File: src/rtl/alu_seq.sv
// alu_seq: sequencer that owns the ALU control inputs and the controller side
// of the shared data bus. One request at a time: latch operands, load R0 and
// R1 through the bus buffer, issue the compute op, capture the bus result and
// hold it until the consumer takes it.
//
// Optional feature macro: ALU_SEQ_OPERAND_CACHE_EN
//   defined   -> remember the last R0/R1 values and skip redundant loads
//   undefined -> every request performs both loads (fixed 4-cycle latency)
//
// Op encoding on req_op/alu_op (3 bits):
//   0 NOP, 1 WRITE_R0, 2 WRITE_R1, 3 ADD, 4 SUB, 5 AND, 6 OR, 7 XOR
module alu_seq #(
  parameter int WIDTH = 8
) (
  input  logic             clock,
  input  logic             n_reset,
  input  logic             req_valid,
  output logic             req_ready,
  input  logic [WIDTH-1:0] req_a,
  input  logic [WIDTH-1:0] req_b,
  input  logic [2:0]       req_op,
  output logic             rsp_valid,
  input  logic             rsp_ready,
  output logic [WIDTH-1:0] rsp_data,
  output logic             rsp_err,
  output logic [2:0]       alu_op,
  output logic             bus_rw,
  output logic [WIDTH-1:0] bus_data,
  input  logic [WIDTH-1:0] bus
);

  localparam logic [2:0] ALU_NOP      = 3'd0;
  localparam logic [2:0] ALU_WRITE_R0 = 3'd1;
  localparam logic [2:0] ALU_WRITE_R1 = 3'd2;

  typedef enum logic [2:0] {IDLE, LOAD_R0, LOAD_R1, EXEC, RESP} state_t;

  state_t           state_reg;
  logic [WIDTH-1:0] a_reg;
  logic [WIDTH-1:0] b_reg;
  logic [2:0]       op_reg;

  // Anything that is not a NOP or a register write produces a bus result.
  logic compute_req;
  logic compute_reg;
  assign compute_req = (req_op != ALU_NOP) && (req_op != ALU_WRITE_R0) && (req_op != ALU_WRITE_R1);
  assign compute_reg = (op_reg != ALU_NOP) && (op_reg != ALU_WRITE_R0) && (op_reg != ALU_WRITE_R1);

  logic hit0_req;
  logic hit1_req;
  logic hit1_reg;

`ifdef ALU_SEQ_OPERAND_CACHE_EN
  logic [WIDTH-1:0] r0_cache_reg;
  logic [WIDTH-1:0] r1_cache_reg;
  logic             r0_valid_reg;
  logic             r1_valid_reg;

  // A hit means the ALU register already holds the wanted operand.
  assign hit0_req = r0_valid_reg && (req_a == r0_cache_reg);
  assign hit1_req = r1_valid_reg && (req_b == r1_cache_reg);
  // LOAD_R0 never touches R1, so the R1 decision can be re-made from b_reg.
  assign hit1_reg = r1_valid_reg && (b_reg == r1_cache_reg);

  // Track what was last written into R0/R1; a non-compute request voids both.
  always_ff @(posedge clock or negedge n_reset) begin
    if (!n_reset) begin
      r0_cache_reg <= '0;
      r1_cache_reg <= '0;
      r0_valid_reg <= 1'b0;
      r1_valid_reg <= 1'b0;
    end else begin
      if (state_reg == LOAD_R0) begin
        r0_cache_reg <= a_reg;
        r0_valid_reg <= 1'b1;
      end
      if (state_reg == LOAD_R1) begin
        r1_cache_reg <= b_reg;
        r1_valid_reg <= 1'b1;
      end
      if ((state_reg == EXEC) && !compute_reg) begin
        r0_valid_reg <= 1'b0;
        r1_valid_reg <= 1'b0;
      end
    end
  end
`else
  assign hit0_req = 1'b0;
  assign hit1_req = 1'b0;
  assign hit1_reg = 1'b0;
`endif

  // Control FSM; every output is registered with the value for the next state.
  always_ff @(posedge clock or negedge n_reset) begin
    if (!n_reset) begin
      state_reg <= IDLE;
      a_reg     <= '0;
      b_reg     <= '0;
      op_reg    <= ALU_NOP;
      req_ready <= 1'b1;
      rsp_valid <= 1'b0;
      rsp_data  <= '0;
      rsp_err   <= 1'b0;
      alu_op    <= ALU_NOP;
      bus_rw    <= 1'b0;
      bus_data  <= '0;
    end else begin
      case (state_reg)
        IDLE: begin
          if (req_valid) begin
            a_reg     <= req_a;
            b_reg     <= req_b;
            op_reg    <= req_op;
            req_ready <= 1'b0;
            if (!hit0_req) begin
              state_reg <= LOAD_R0;
              alu_op    <= ALU_WRITE_R0;
              bus_rw    <= 1'b1;
              bus_data  <= req_a;
            end else if (!hit1_req) begin
              state_reg <= LOAD_R1;
              alu_op    <= ALU_WRITE_R1;
              bus_rw    <= 1'b1;
              bus_data  <= req_b;
            end else begin
              state_reg <= EXEC;
              alu_op    <= compute_req ? req_op : ALU_NOP;
            end
          end
        end
        LOAD_R0: begin
          if (!hit1_reg) begin
            state_reg <= LOAD_R1;
            alu_op    <= ALU_WRITE_R1;
            bus_rw    <= 1'b1;
            bus_data  <= b_reg;
          end else begin
            state_reg <= EXEC;
            alu_op    <= compute_reg ? op_reg : ALU_NOP;
            bus_rw    <= 1'b0;
            bus_data  <= '0;
          end
        end
        LOAD_R1: begin
          state_reg <= EXEC;
          alu_op    <= compute_reg ? op_reg : ALU_NOP;
          bus_rw    <= 1'b0;
          bus_data  <= '0;
        end
        EXEC: begin
          state_reg <= RESP;
          rsp_valid <= 1'b1;
          rsp_data  <= compute_reg ? bus : '0;
          rsp_err   <= !compute_reg;
          alu_op    <= ALU_NOP;
        end
        RESP: begin
          if (rsp_ready) begin
            state_reg <= IDLE;
            rsp_valid <= 1'b0;
            req_ready <= 1'b1;
          end
        end
        default: begin
          state_reg <= IDLE;
          req_ready <= 1'b1;
          rsp_valid <= 1'b0;
          alu_op    <= ALU_NOP;
          bus_rw    <= 1'b0;
          bus_data  <= '0;
        end
      endcase
    end
  end

endmodule
File: config.mk
export PLATFORM = sky130hd
export DESIGN_NAME = alu_seq
export DESIGN_NICKNAME = d
export VERILOG_FILES = /design/src/rtl/alu_seq.sv
export SDC_FILE = /design/constraint.sdc
export NUM_CORES = 1
export LEC_CHECK = 0
export ABC_AREA = 1
export CORE_MARGIN = 3
export CORE_UTILIZATION = 42
export DETAILED_ROUTE_END_ITERATION = 8
export PLACE_DENSITY = 0.72
export SETUP_SLACK_MARGIN = 0.4
export SYNTH_ARGS = -nofsm -noshare
export SYNTH_HDL_FRONTEND = slang
export SYNTH_SLANG_ARGS = --single-unit
File: constraint.sdc
create_clock -name clock -period 2.2 [get_ports clock]
set_input_delay 0.33 -clock clock [delete_from_list [all_inputs] [get_ports clock]]
set_output_delay 0.33 -clock clock [all_outputs]
set_load 0.005 [all_outputs]
==> PnR_summary.wiki <==
{| class="wikitable"
! Metric !! Value
|-
| Design Power || around 3 mW
|-
| Detailed Place HPWL || 2556 um
|-
| Data required time at the worst endpoint || roughly 1.9 ns
|-
| Detailed Routing Iterations Pass 1 || 4
|-
| Max VDD drop || between 0.0006 and 0.0007 V
|-
| Drt total wl || 3453 um
|-
| Setup repair after global routing missed its margin || no
|-
| Buffers and inverters on the worst path || 1
|-
| Clock latency of the later-clocked register in the worst-skew pair || approximately 0.27 ns
|-
| Clock root cell || clkbuf_8
|-
| Power Density || approximately 1300 mW/mm2
|-
| Layout cell share with drive strength beyond 1 || under 10%
|-
| Grt ovf || 0
|-
| Hold Buf Count CTS || 0
|-
| Reg clk slew, reported paths || around 0.07 ns
|-
| Reported max-cap violation count || 0
|-
| Share of synthesized flip-flops with an asynchronous set or reset || between 90% and 100%
|-
| Clk sinks || 37
|-
| H-Tree Level Count || 2
|-
| Yosys reg bits || 37
|-
| Count of cell types in the netlist || 22
|-
| Num CTS Buffers || 5
|-
| Maximum number of pins on one net before global-route repair || 38
|-
| Initial antenna violation count || 0
|-
| CTS Buffer Depth || 2
|-
| Element type at the critical path start || register
|-
| Worst path cell trace || clkdlybuf4s50_1
|-
| Syn Nets || roughly 220
|-
| Drc violations || 0
|-
| Top FF cell, synth || dfrtp_1
|-
| Final critical delay including setup and external delays || 1.632 ns
|-
| Number of endpoints failing setup at the final stage || 0
|-
| Cell count after placement || 278
|-
| Highest fanout seen on the critical path || 2
|-
| Via count of the first global-routing pass || 1296
|-
| Via density per instance || around 4.7
|-
| Number of standard cells in the final layout excluding fillers || about 290
|-
| Portion of synthesized cell area occupied by the leading cell type || 56.56%
|-
| Ports placed on the boundary || 54
|-
| Synth-to-Final Area Change || 39.51%
|-
| Kind of cell with the highest combined delay on the critical path || flip-flops
|-
| Top area cells in the synthesized netlist || dfrtp_1, nand2_1, nand3_1
|-
| Critical path class || reg -> out
|-
| Final #Nets || 270
|-
| Setup TNS || 0 ns
|-
| Slew of the pin with the lowest slew margin || 0.7943 ns
|-
| Final hold violations || 0
|-
| CTS resizes || 0
|-
| Max Clock Skew || between 0.005 and 0.006 ns
|-
| Endpoint class of the critical path || output pin
|-
| Antenna diode count || 0
|-
| Total of warnings raised by yosys || 0
|-
| Global-route wire length before repair || between 5000 and 6000 um
|-
| Cell with the most instances after synthesis || nand2_1
|-
| Crit path DAT || 1.30 ns
|-
| Setup bufs post-CTS || 0
|-
| Number of enable-type register cells in the synthesized netlist || 0
|-
| Antenna violation net count after detailed routing || 0
|-
| Gate Count Post-Synth || roughly 180
|-
| Final-layout worst hold slack || ~0.14 ns
|-
| Chip height || around 68 um
|-
| Via total after detailed routing || 1354
|-
| Area enclosed by the die boundary || between 0.004 and 0.005 mm2
|-
| Number of buffer cells added on primary ports || 53
|-
| Starting Density || 45.58%
|-
| Slowest stage cell on the critical path || dfstp_2
|-
| Leakage component of the power || between 1 and 1.5 nW
|-
| Seq/Total Area, Yosys || roughly three fifths
|-
| Class of the most critical hold timing path || in -> async
|-
| Initial DRC count || 78
|-
| Routability congestion estimate from global placement || approximately 0.85
|-
| Avg Synthesized Cell Area || just under 9 um2
|-
| Most numerous cell types in the synthesized netlist || nand2_1, dfrtp_1, nor2_1
|-
| Area inside the core boundary || around 0.0035 mm2
|-
| Cell type with the largest total area after synthesis || dfrtp_1
|-
| Share of the clock period used by the worst path || between 70% and 80%
|-
| Max-slew headroom at the worst pin || between 40 and 50%
|-
| CTS tree || done
|-
| Status || finished clean
|-
| F_max || 612.6 MHz
|-
| Overall Global Routing Usage || between 10% and 20%
|-
| Width of the die || between 60 and 70 um
|-
| Final Slew Violations || 0
|-
| Worst path max stage delay || roughly 0.53 ns
|-
| Standard-cell row count || 21
|-
| Area of the mapped netlist || 0.001593 mm2
|-
| Wire per inst || about 12 um
|}
-- cells in the final DEF (no fill, tap or decap), drive strengths merged --
cell,synthesis,final
a21oi,10,10
and3,1,1
buf,5,1
clkbuf,0,8
clkdlybuf4s50,0,52
clkinv,1,1
dfrtp,36,36
dfstp,1,1
inv,18,18
nand2,64,64
nand3,16,16
nand4,1,1
nor2,17,17
o21ai,14,14
-- layer usage --
metal	track usage, %	part of all wire [%]	vias up
met1	23.04	44	617
met2	26.12	49	45
li1	-	-	688
met3	5.657	6.2	4
met5	0	0	-
met4	4.810	1.0	0
-- logic make-up (layout without fill, tap and decap cells) --
logic type / after synthesis / after routing / synth area share [%]
AND/OR/NAND/NOR: 99 / 99 / 26.47
buffers and inverters: 24 / 80 / 6.834
flip-flops: 37 / 37 / 58.21
AO/OA/AOI/OAI: 24 / 24 / 8.484
-- worst paths after layout --
kind                                          startpoint                      end  slack (ns)  cells after the start
max in group asynchronous                        n_reset     b_reg[7]$_DFFE_PN0P_        1.56                      1
worst max-delay path               req_ready$_DFFE_PN1P_                req_ready        0.57                      1
min in group clock                 req_ready$_DFFE_PN1P_    req_ready$_DFFE_PN1P_        0.46                      2
worst min register to register     req_ready$_DFFE_PN1P_    req_ready$_DFFE_PN1P_        0.46                      2
worst min-delay path                             n_reset  bus_data[0]$_DFFE_PN0P_        0.14                      1
worst max register to register  state_reg[2]$_DFFE_PN0P_  bus_data[5]$_DFFE_PN0P_        0.61                      6
-- stage by stage --
stage	utilization (%)	cell area [um2]	worst slack, ns
after floorplan	-	1593	1.121
after global routing	63.59	2222	0.4140
after global placement	61.30	2142	0.5664
after CTS	63.59	2222	0.5565
after detailed placement	61.30	2142	0.5582
final	63.59	2222	0.5676
-- power by group --
part           internal [mW]  total, mW  switching (mW)
combinational          0.641       1.37           0.730
sequential              1.00       1.19           0.188
clock                  0.225      0.434           0.209
-- final cells by class --
| class | count | area [um2] |
|---|---|---|
| clock buffers | 8 | 80.08 |
| fillers | 309 | 1272 |
| inverters | 19 | 75.07 |
| multi-input cells | 123 | 556.8 |
| flip-flops and latches | 37 | 927.1 |
| well taps | 46 | 57.56 |
| repair buffers | 53 | 525.5 |
Note: power is estimated with default switching activity, not from simulation.
==> edit 1, RTL diff (config.mk and constraints unchanged) <==
Encoding of `state_t`: now one-hot (5 bits for 5 states).
--- a/src/rtl/alu_seq.sv
+++ b/src/rtl/alu_seq.sv
@@ -33,7 +33,7 @@
   localparam logic [2:0] ALU_WRITE_R0 = 3'd1;
   localparam logic [2:0] ALU_WRITE_R1 = 3'd2;
 
-  typedef enum logic [2:0] {IDLE, LOAD_R0, LOAD_R1, EXEC, RESP} state_t;
+  typedef enum logic [4:0] {IDLE = 5'b00001, LOAD_R0 = 5'b00010, LOAD_R1 = 5'b00100, EXEC = 5'b01000, RESP = 5'b10000} state_t;
 
   state_t           state_reg;
   logic [WIDTH-1:0] a_reg;
Behaviour: no difference found for any inputs over 10 cycles, from zero or initial values and one cycle with n_reset low; not proved beyond that.
==> edit 1 against the unedited design <==
- sequential share of layout area is 1.9 points lower
- total power is 2.1% higher
- synthesized area rose by 9.8%
- register-to-register slack improved by 0.14 ns
- critical path depth did not move
- design area rose by 11%
- count of clock-buffer cells in the layout down 2
- wire length up 8.5%
- combinational power fell by 9%
- setup slack worse by 0.0046 ns
- sequential cell count is 2 higher
- hold slack improved by 0.31 ns
- critical path type unchanged
- largest cell class unchanged
- largest power group unchanged
- highest routed layer unchanged
==> edit 1: results <==
[cells_and_area]
drive_above_1_share_pct = 11.2
nets = 298
multi_input_comb_cells = 143
clockNetworkAreaShare_pct = 4.79
area_share_nonclk_buffers_pct = 22.7
seq-cell-share_pct = 39.8
fill_cells = 339
multi_input_area_sq_um = 661
largest_class = "flip-flops and latches"
inv_count = 21
finalNonFillerCells = 316
buffers = 57
seq_area_sq_um = 978

[place]
place.detailed.hpwl_um = 2820
placed_cells = 307
placed_cell_area_sq_um = 2330
place_congestion = 0.885

[yosys]
ys_async_sr_fraction_pct = 100
synth_compound_area_share_pct = 4.43
synth_fp_nets = 238
ys_seq_area_share_pct = 55.9
syn_inst = 207

[critical_path]
rrSetupSlack_ns = 0.75
rr_endpoint = "b_reg[3]$_DFFE_PN0P_"

[sta]
worst_pin_slew_ns = 0.417
whs_ns = 0.449
finClkSkew_ns = 0.00522

[outcome]
outcome = "complete, no violations"

[pwr]
comb_cell_power_mw = 1.24
power_switching_mw = 1.07
powerClk_mw = 0.601
swShare_pct = 34.9
leakage_nw = 1.25

[detailed_routing]
wirelength_um = 3750
drtIter0Drc = 73

[global_routing]
grt.total_usage_pct = 16.3
grt_max_degree = 18

[clock_tree]
cts.sinks = 39
numCtsBuffers = 5
hold_buffers = 1
edit 1: cell count changes after synthesis, sizes merged, moves of 3 or more:
cell / before / now
nand3: 16 / 6
nand2: 64 / 107
inv: 18 / 21
nor2: 17 / 11
nand4: 1 / 4
a21oi: 10 / 1
edit 1: layer usage:
| metal | vias up | share of wire, % | global-route usage (%) |
|---|---|---|---|
| met5 | - | 0 | 0 |
| met4 | 0 | 1.9 | 7.93 |
| met3 | 6 | 4.1 | 3.13 |
| met2 | 36 | 49 | 26.6 |
| met1 | 662 | 45 | 21.0 |
| li1 | 757 | - | - |
edit 1: through the flow:
step	worst slack [ns]	util, %
2_1_floorplan	0.944	-
4_1_cts	0.551	64.2
5_1_grt	0.529	64.2
3_5_place_dp	0.664	60.9
6_report	0.563	64.2
3_3_place_gp	0.666	60.9
edit 1: logic make-up (layout without fill, tap and decap cells):
group	after synthesis	after routing
AND/OR/NAND/NOR	128	128
flip-flops	39	39
buffers and inverters	25	86
AO/OA/AOI/OAI	15	15
==> edit 2, RTL diff (same flow settings) <==
Made on the original files. The option `ALU_SEQ_OPERAND_CACHE_EN` is turned on by a define.
--- a/src/rtl/alu_seq.sv
+++ b/src/rtl/alu_seq.sv
@@ -9,6 +9,8 @@
 //
 // Op encoding on req_op/alu_op (3 bits):
 //   0 NOP, 1 WRITE_R0, 2 WRITE_R1, 3 ADD, 4 SUB, 5 AND, 6 OR, 7 XOR
+`define ALU_SEQ_OPERAND_CACHE_EN
+
 module alu_seq #(
   parameter int WIDTH = 8
 ) (
Formal check against the unedited RTL: not equivalent (a bounded check fails within 10 cycles, from zero or initial values and one cycle with n_reset low).
==> edit 2 against the unedited design <==
- sequential power rose by 71%
- sequential cell count rose by 26
- total power rose by 77%
- via count rose by 120%
- final cell count rose by 120%
- global-route usage rose by 2.4 points
- design area rose by 86%
- wire length rose by 130%
- setup slack got worse by 0.077 ns
- synthesized area rose by 110%
- highest routed layer unchanged
==> edit 2: results <==
[pwr]
leakage_nw = 2.16
ir_worst_vdd_v = 0.000429

[detailed_routing]
drtIter0Drc = 178
dr_wl_met2_um = 3680
vias = 2988
drc_errors = 0
wl_met3_um = 297
top_layer = "met4"
wl_met1_um = 3850
firstDrtPassIters = 4
wirelength_um = 8010

[cells_and_area]
area_share_nonclk_buffers_pct = 14.1
n_clock_buffer = 13
clockNetworkAreaShare_pct = 3.96
design.seq.count = 63
buffers = 59
multi_input_area_share_pct = 35.3
antenna_cells = 0
nets = 550
fill_cells = 693
inv_count = 60
seq_area_sq_um = 1580
multi_input_comb_cells = 326
drive_above_1_share_pct = 8.81

[yosys]
ys_seq_area_share_pct = 48.2
synth_xor_area_share_pct = 0.802
yosysUniqueCellTypes = 27
synth_compound_area_share_pct = 8.06
synth_ff_type = "dfrtp_1"
synth.area.top_cells = "dfrtp_1 (47%), nand2_1 (22%), nand3_1 (6.7%)"
synth_fp_nets = 489
ys_top_cells_by_count = "nand2_1 (193), dfrtp_1 (62), inv_1 (50)"

[global_routing]
met1_usage_pct = 27.0
grt_max_degree = 42
grt_pass1_wl_um = 13400
grt_pass1_vias = 2888
top_usage_layer = "met2"
grt_use_met2_pct = 29.8
gr-usage-met3_pct = 3.45
grt.total_usage_pct = 19.5

[worst_hold_path]
hp-class = "reg -> reg"

[place]
place_ws_ns = 0.147
place_congestion = 0.922
place.detailed.hpwl_um = 6060

[clock_tree]
htree_num_levels = 3
clockBufferDepth = 2
clkLatencyLatePin_ns = 0.33
numCtsBuffers = 9

[sta]
max_slew_margin_pct = 65.1
finClkSkew_ns = 0.00599

[critical_path]
rrSetupSlack_ns = 0.55
rr_endpoint = "r0_cache_reg[6]$_DFFE_PN0N_"
crit_fanout = 8
timing.rr.start = "state_reg[2]$_DFFE_PN0P_"

[outcome]
outcome = "complete, no violations"
edit 2: what timing repair did:
| action | CTS | global route |
|---|---|---|
| hold endpoints to repair | 21 | 0 |
| setup endpoints to repair | 0 | 34 |
| gates resized for setup | 0 | 10 |
| hold buffers | 1 | 0 |
edit 2: how the worst max path moves through the flow:
| stage | startpoint | cells after the start | slack [ns] | to |
|---|---|---|---|---|
| floorplan | state_reg[1]$_DFFE_PN0P_ | 6 | 0.88 | bus_data[0]$_DFFE_PN0P_ |
| global placement | req_a[6] | 10 | 0.19 | bus_data[3]$_DFFE_PN0P_ |
| detailed placement | req_a[7] | 10 | 0.15 | bus_data[2]$_DFFE_PN0P_ |
| CTS | state_reg[2]$_DFFE_PN0P_ | 5 | 0.44 | a_reg[1]$_DFFE_PN0P_ |
| global route | req_a[6] | 10 | 0.40 | bus_data[0]$_DFFE_PN0P_ |
| finish | req_a[3] | 10 | 0.49 | bus_data[0]$_DFFE_PN0P_ |
edit 2: worst max-delay path, cell delays in order:
cell             delay (ns)
clkdlybuf4s50_1        0.48
inv_1                  0.08
nand2_1                0.10
nand2_1                0.07
nor2_1                 0.14
nand3_2                0.16
nor3_4                 0.25
a21oi_2                0.16
nand2_1                0.11
nand2_1                0.05
edit 2: per-stage QoR:
step	area, sq um	cells	hold slack (ns)	util, %
floorplan	3270	458	0.0344	-
global placement	3930	605	0.343	53.0
detailed placement	3930	605	0.336	53.0
CTS	4100	620	0.482	55.4
global route	4140	621	0.491	55.9
finish	4140	621	0.476	55.9
edit 2: report_power, final:
| group | internal, mW | switching, mW |
|---|---|---|
| Sequential | 1.68 | 0.360 |
| Clock | 0.457 | 0.409 |
| Combinational | 0.979 | 1.42 |
| Total | 3.12 | 2.19 |
